<file path="src/rtl/nv_nvdla_cacc_dlv_credit_sched.sv">
// CACC delivery-buffer credit scheduler: admits stripes against free entries
// and sequences one layer through IDLE/RUN/DRAIN/DONE.
module nv_nvdla_cacc_dlv_credit_sched #(
   parameter int DEPTH  = 32,
   parameter int CNT_W  = 6,
   parameter int SIZE_W = 6
) (
   input  logic              nvdla_core_clk,
   input  logic              nvdla_core_rstn,
   input  logic              reg2dp_op_en,
   input  logic              stripe_req_valid,
   input  logic [SIZE_W-1:0] stripe_req_size,
   input  logic              stripe_req_layer_end,
   output logic              stripe_req_ready,
   input  logic              dlv_pop,
   output logic              wait_for_op_en,
   output logic [CNT_W-1:0]  credit_avl,
   output logic              layer_drained,
   output logic              err_size,
   output logic              err_credit_ovf
);

   typedef enum logic [1:0] {
      S_IDLE  = 2'd0,
      S_RUN   = 2'd1,
      S_DRAIN = 2'd2,
      S_DONE  = 2'd3
   } state_e;

   localparam logic [CNT_W:0] DEPTH_W = (CNT_W+1)'(DEPTH);

   state_e           state_q, state_d;
   logic [CNT_W-1:0] credit_q, credit_d;
   logic             err_size_q, err_size_d;
   logic             err_ovf_q, err_ovf_d;

   logic [CNT_W:0]   size_w;
   logic [CNT_W:0]   credit_w;
   logic [CNT_W:0]   credit_nxt;
   logic             size_ok;
   logic             ready;
   logic             accept;
   logic             ovf;

   assign size_w   = (CNT_W+1)'(stripe_req_size);
   assign credit_w = {1'b0, credit_q};
   assign size_ok  = (size_w != '0) && (size_w <= DEPTH_W);

   // Grant compares against the registered count only.
   assign ready  = (state_q == S_RUN) && size_ok && (credit_w >= size_w);
   assign accept = stripe_req_valid && ready;
   assign ovf    = dlv_pop && !accept && (credit_w == DEPTH_W);

   assign credit_nxt = credit_w
                     - (accept ? size_w : '0)
                     + (dlv_pop ? (CNT_W+1)'(1) : '0);

   always_comb begin
      state_d    = state_q;
      credit_d   = ovf ? DEPTH_W[CNT_W-1:0] : credit_nxt[CNT_W-1:0];
      err_size_d = err_size_q;
      err_ovf_d  = err_ovf_q || ovf;
      if (stripe_req_valid && (state_q == S_RUN) && !size_ok)
         err_size_d = 1'b1;
      unique case (state_q)
         S_IDLE:  if (reg2dp_op_en) state_d = S_RUN;
         S_RUN:   if (accept && stripe_req_layer_end) state_d = S_DRAIN;
         S_DRAIN: if (ovf || credit_nxt == DEPTH_W) state_d = S_DONE;
         S_DONE:  state_d = S_IDLE;
         default: state_d = S_IDLE;
      endcase
   end

   always_ff @(posedge nvdla_core_clk or negedge nvdla_core_rstn) begin
      if (!nvdla_core_rstn) begin
         state_q    <= S_IDLE;
         credit_q   <= DEPTH_W[CNT_W-1:0];
         err_size_q <= 1'b0;
         err_ovf_q  <= 1'b0;
      end else begin
         state_q    <= state_d;
         credit_q   <= credit_d;
         err_size_q <= err_size_d;
         err_ovf_q  <= err_ovf_d;
      end
   end

   assign stripe_req_ready = ready;
   assign wait_for_op_en   = (state_q == S_IDLE);
   assign layer_drained    = (state_q == S_DONE);
   assign credit_avl       = credit_q;
   assign err_size         = err_size_q;
   assign err_credit_ovf   = err_ovf_q;

endmodule
</file>
<file path="config.mk">
export PLATFORM = sky130hd
export DESIGN_NAME = nv_nvdla_cacc_dlv_credit_sched
export DESIGN_NICKNAME = d
export VERILOG_FILES = /design/src/rtl/nv_nvdla_cacc_dlv_credit_sched.sv
export SDC_FILE = /design/constraint.sdc
export NUM_CORES = 1
export LEC_CHECK = 0
export BUFFER_PORTS_ARGS = -buffer_cell sky130_fd_sc_hd__clkbuf_2
export CORE_MARGIN = 5
export CORE_UTILIZATION = 48
export DETAILED_ROUTE_END_ITERATION = 8
export GPL_TIMING_DRIVEN = 0
export PLACE_DENSITY = 0.72
export SLEW_MARGIN = 15
export SYNTH_ARGS = -nofsm -noshare
export SYNTH_HDL_FRONTEND = slang
export SYNTH_SLANG_ARGS = --single-unit
</file>
<file path="constraint.sdc">
create_clock -name nvdla_core_clk -period 5.65 [get_ports nvdla_core_clk]
set_input_delay 0.565 -clock nvdla_core_clk [delete_from_list [all_inputs] [get_ports nvdla_core_clk]]
set_output_delay 0.565 -clock nvdla_core_clk [all_outputs]
set_load 0.02 [all_outputs]
</file>
# == Word level (Yosys, flattened, before mapping) ==
# Index checks and enable logic that the tools add are counted.
# word_totals
register_bits,10
in_bits,12
out_inout_bits,11
elab_cells,39
# classes
addsub,2
magnitude_cmp,2
n_eq_ne,8
n_mux,7
reduce_logical,16
# ops
operator,n
$mux W6,2
$logic_and A1 B1 Y1,9
$pmux W2 S4,1
$add A7 B1 Y7,1
$eq A7 B6 Y1 const B,1
$reduce_bool A7 Y1,1
$sub A6 B6 Y7,1
$eq A6 B6 Y1 const B,1
$ge A6 B6 Y1,1
$le A6 B6 Y1 const B,1
$mux W2,3
$eq A2 B2 Y1 const B,2
$ne A2 B2 Y1 const B,2
$reduce_and A3 Y1,1
$eq A2 B1 Y1 const B,1
$logic_not A1 Y1,2
$logic_not A2 Y1,1
$logic_or A1 B1 Y1,2
$ne A2 B1 Y1 const B,1
$mux W1,1

# == Depth between registers and ports, before layout ==
# logic_depth
depth_word,12
mapped_depth,17
ltp_nobuf,17

# == Least setup slack after synthesis ==
# OpenSTA, ideal clock, no wires.
# synth_path
kind,input to register
startpoint,input stripe_req_size[0]
endpoint,register state_q[1]
setup_time_ps,128
arrival_time_ps,4447
required_time_ps,5522
setup_slack_ps,1075
path_stages,16
n_path_buf,0
path_cell_list,ha_1 -> or3b_2 -> o2111ai_1 -> a21o_1 -> nor3_2 -> and2_1 -> ha_1 -> inv_1 -> ha_1 -> fa_1 -> a211o_1 -> a2111oi_2 -> a2111oi_0 -> or4b_1 -> a31oi_2 -> mux2_1
# synth_via
elab_chain_len,12
word_cells_on_any_way,19
cone_classes,2 x add/sub; 2 x order compare; 3 x eq/ne; 1 x mux; 11 x reduce/logical
# synth_lines
element,line,text
"start, declared",12,"input logic [SIZE_W-1:0] stripe_req_size,"
$le A6 B6 Y1 / $reduce_bool A7 Y1 (equally long branches),47,assign size_ok = (size_w != '0) && (size_w <= DEPTH_W);
$logic_and A1 B1 Y1,47,
$logic_and A1 B1 Y1 (2 in a row),50,assign ready = (state_q == S_RUN) && size_ok && (credit_w >= size_w);
$logic_and A1 B1 Y1,51,assign accept = stripe_req_valid && ready;
$mux W6,55,- (accept ? size_w : '0)
$sub A6 B6 Y7,55,
$add A7 B1 Y7,56,+ (dlv_pop ? (CNT_W+1)'(1) : '0);
$eq A7 B6 Y1,68,S_DRAIN: if (ovf || credit_nxt == DEPTH_W) state_d = S_DONE;
$logic_or A1 B1 Y1,68,
$ne A2 B2 Y1 (no source line),--,
$reduce_and A3 Y1 (no source line) (*),--,
"end signal, assigned",81,state_q <= state_d;
"end, declared",32,"state_e state_q, state_d;"
# Every way passes the cells marked *; elsewhere a longest branch is shown, timed or not.
# A chain may end at the register's enable or synchronous reset.

# == Worst setup path in the final report ==
# layout_path
startpoint,"register credit_q[0], in the netlist credit_avl[0]"
endpoint,register state_q[1]
# layout_via
elab_chain_len,10
word_cells_on_any_way,16
cone_classes,2 x add/sub; 1 x order compare; 4 x eq/ne; 1 x mux; 8 x reduce/logical
# layout_lines
element,line,text
"start, declared",33,"logic [CNT_W-1:0] credit_q, credit_d;"
"start signal, assigned",77,credit_q <= DEPTH_W[CNT_W-1:0];
"start signal, assigned",82,credit_q <= credit_d;
$ge A6 B6 Y1,50,
$logic_and A1 B1 Y1,50,
$logic_and A1 B1 Y1,51,
$mux W6,55,
$sub A6 B6 Y7,55,
$add A7 B1 Y7,56,
$eq A7 B6 Y1,68,
$logic_or A1 B1 Y1,68,
$ne A2 B2 Y1 (no source line),--,
$reduce_and A3 Y1 (no source line) (*),--,
# Marks and branches as above.

==> metrics.md <==
| Metric | Value |
|---|---|
| Routed wire per std cell | 13.8 µm |
| Drt drc | 0 |
| Nets | ~180 |
| Vias in the first global route | ~970 |
| Layout cells sized above 1 | 23.6% |
| Period minus WS final | 4800 ps |
| I/O pins | 23 |
| Placed instance area | 0.00121 mm² |
| Hold WC Path Type | primary input to async pin |
| Leak Pwr | 0.613 nW |
| Seq/Total Area, Yosys | 23.6% |
| Top FF cell, synth | dfrtp_1 |
| Ratio of final minimum period to clock period | 85.0% |
| Synth cell types | 44 |
| Clock Latency Late Sink | 260 ps |
| Largest net degree at the start of global routing | 11 |
| Achievable Freq | 208 MHz |
| CTS buffer count | 3 |
| Aggregate global-route resource usage | 15.4% |
| Pwr per Cell Area | between 600 and 700 mW/mm² |
| Final instance area | 0.00124 mm² |
| Dpl hpwl | 2.01 mm |
| Asr flop ratio synth | 100% |
| Mapped Area | 0.00107 mm² |
| RSZ-0062 raised after global routing | no |
| Slew Limit Fails | 0 |
| Critical Path AT | just under 5000 ps |
| RR Startpoint | credit_avl[0] |
| H-tree Lvls | 1 |
| Starting Density | 49.2% |
| RR Endpoint | state_q[1] |
| Port bufs | 22 |
| Startpoint Class | register |
| Die Ht | 57.2 µm |
| Initial antenna violation count | 0 |
| R2r worst-path depth | 17 |
| Clk sink count | 10 |
| Cells after DPL | 164 |
| Type of the worst setup path | register to register |
| Max IR drop VDD | ~0.0004 V |
| Routability Congestion | 0.818 |
| Vias/cell | 5.43 |
| Fin cells | 168 |
| Max capacitance violation total | 0 |
| Die span in x | 57.2 µm |
| DRT Wirelength | ~2.3 mm |
| Hold Buf Count CTS | 0 |
| Max Fanout on Critical Path | 7 |
| Reg clk slew, reported paths | 60 ps |
| CORE AREA | 0.00217 mm² |
| Post-synth EDFFs | 0 |
| Via count | 912 |
| P&R area growth vs syn | 16.1% |
| Yosys reg bits | 10 |
| N_diodes | 0 |
| Postcts setup bufs | 0 |
| Commonest cells after routing, fill and taps aside | ha_1 (22), clkbuf_2 (22), inv_1 (12) |
| Run status | complete, no violations |
| Number of DRC markers in iteration 0 | 15 |
| First-pass GRT wire length | 4.09 mm |
| Skew final | 6.83 ps |
| Synth Instances | 114 |
| Root buffer cell | clkbuf_4 |
| Die area | 0.00327 mm² |
| Relative slew slack | 63.2% |
| First drt pass iteration count | 4 |
| Total Neg Setup Slack | 0 ps |
| FF-to-FF setup slack | 850 ps |
| Global route total overflow | 0 |
| Crit. End Element | register |
| Number of gates resized after CTS | 0 |
| Clock buffer depth | 2 |
| Final hold vios | 0 |
| Ys Warns | 0 |
| Syn avg cell area | ~9.4 µm² |
| Required @ worst endpoint | 5780 ps |
| Final ANT Viol Nets | 0 |
| Final setup vio count | 0 |
| Slew @ Worst Pin | 538 ps |
| Synthesized net count | 149 |
| Row cnt | 17 |
| CTS tree | done |
[cells in the mapped netlist, types with 2 or more instances]
cell | n | area, µm²
o31ai_1 | 2 | 15.0
ha_1 | 22 | 275
dfrtp_1 | 9 | 225
nor2b_1 | 3 | 18.8
a211oi_1 | 2 | 15.0
and3_1 | 2 | 12.5
o21ai_0 | 2 | 10.0
o21a_1 | 2 | 15.0
and2_1 | 4 | 25.0
a21oi_1 | 2 | 10.0
inv_1 | 12 | 45.0
nand2_1 | 9 | 33.8
a21o_1 | 2 | 15.0
nor2_1 | 10 | 37.5
a2111oi_0 | 2 | 17.5
[worst max-delay path by stage]
| stage | startpoint | end | slack (ps) | cells past startpoint |
|---|---|---|---|---|
| after floorplan | stripe_req_size[0] | state_q[1] | 1080 | 16 |
| after global placement | stripe_req_size[0] | state_q[1] | 650 | 17 |
| after detailed placement | stripe_req_size[0] | state_q[1] | 600 | 17 |
| after CTS | credit_avl[0] | state_q[1] | 820 | 17 |
| after global routing | credit_avl[3] | state_q[1] | 540 | 15 |
| final | credit_avl[0] | state_q[1] | 850 | 17 |
[critical path, stage by stage, from the launching register on]
cell	delay (ps)
dfrtp_1	380
inv_1	80
ha_1	270
or3b_2	470
o2111ai_1	150
a21o_1	240
nor3_2	110
and2_1	180
ha_1	260
inv_1	40
ha_1	210
fa_1	440
a211o_1	320
a2111oi_2	280
a2111oi_0	120
or4b_1	520
a31oi_2	240
mux2_1	350
[registers in the layout (all words and copies together) (netlist names)]
signal	count
credit_avl	6
err_credit_ovf	1
err_size	1
state_q	2
[cell type report]
class                      instances  area [µm²]
multi-input combinational         92         771
sequential                        10         251
clock buffer                       4        26.3
fill                             213         931
timing repair buffer              22         110
tap                               28        35.0
inverter                          12        45.0
[metrics by stage]
| step | worst slack (ps) | total power [mW] | hold WS [ps] | util (%) |
|---|---|---|---|---|
| after floorplan | 1080 | 0.615 | 269 | - |
| after global placement | 654 | 0.739 | 429 | 55.9 |
| after detailed placement | 596 | 0.760 | 434 | 55.9 |
| after CTS | 817 | 0.813 | 153 | 57.1 |
| after global routing | 544 | 0.905 | 155 | 57.1 |
| final | 849 | 0.807 | 153 | 57.1 |
[layer usage]
metal | wire length (µm) | track usage [%] | vias up
li1 | - | - | 470
met1 | 1070 | 19.2 | 415
met2 | 1100 | 26.3 | 23
met3 | 112 | 3.62 | 4
met4 | 27 | 4.64 | 0
met5 | 0 | 0 | -
[power by group]
group	leakage (nW)	internal [mW]	switching [mW]
combinational	0.484	0.260	0.341
sequential	0.115	0.116	0.0414
clock	0.0150	0.0272	0.0216
[cell families (layout without fill, tap and decap cells)]
logic type | count (synthesis) | in the layout | share of synthesized area, %
AO/OA/AOI/OAI | 27 | 27 | 21.7
XOR/XNOR | 2 | 2 | 1.64
adder cells (fa/ha/maj) | 23 | 23 | 27.7
buffers and inverters | 12 | 38 | 4.22
flip-flops | 10 | 10 | 23.6
multiplexers | 1 | 1 | 1.06
AND/OR/NAND/NOR | 39 | 39 | 20.2
No activity file was read; power rests on OpenSTA's default activity.
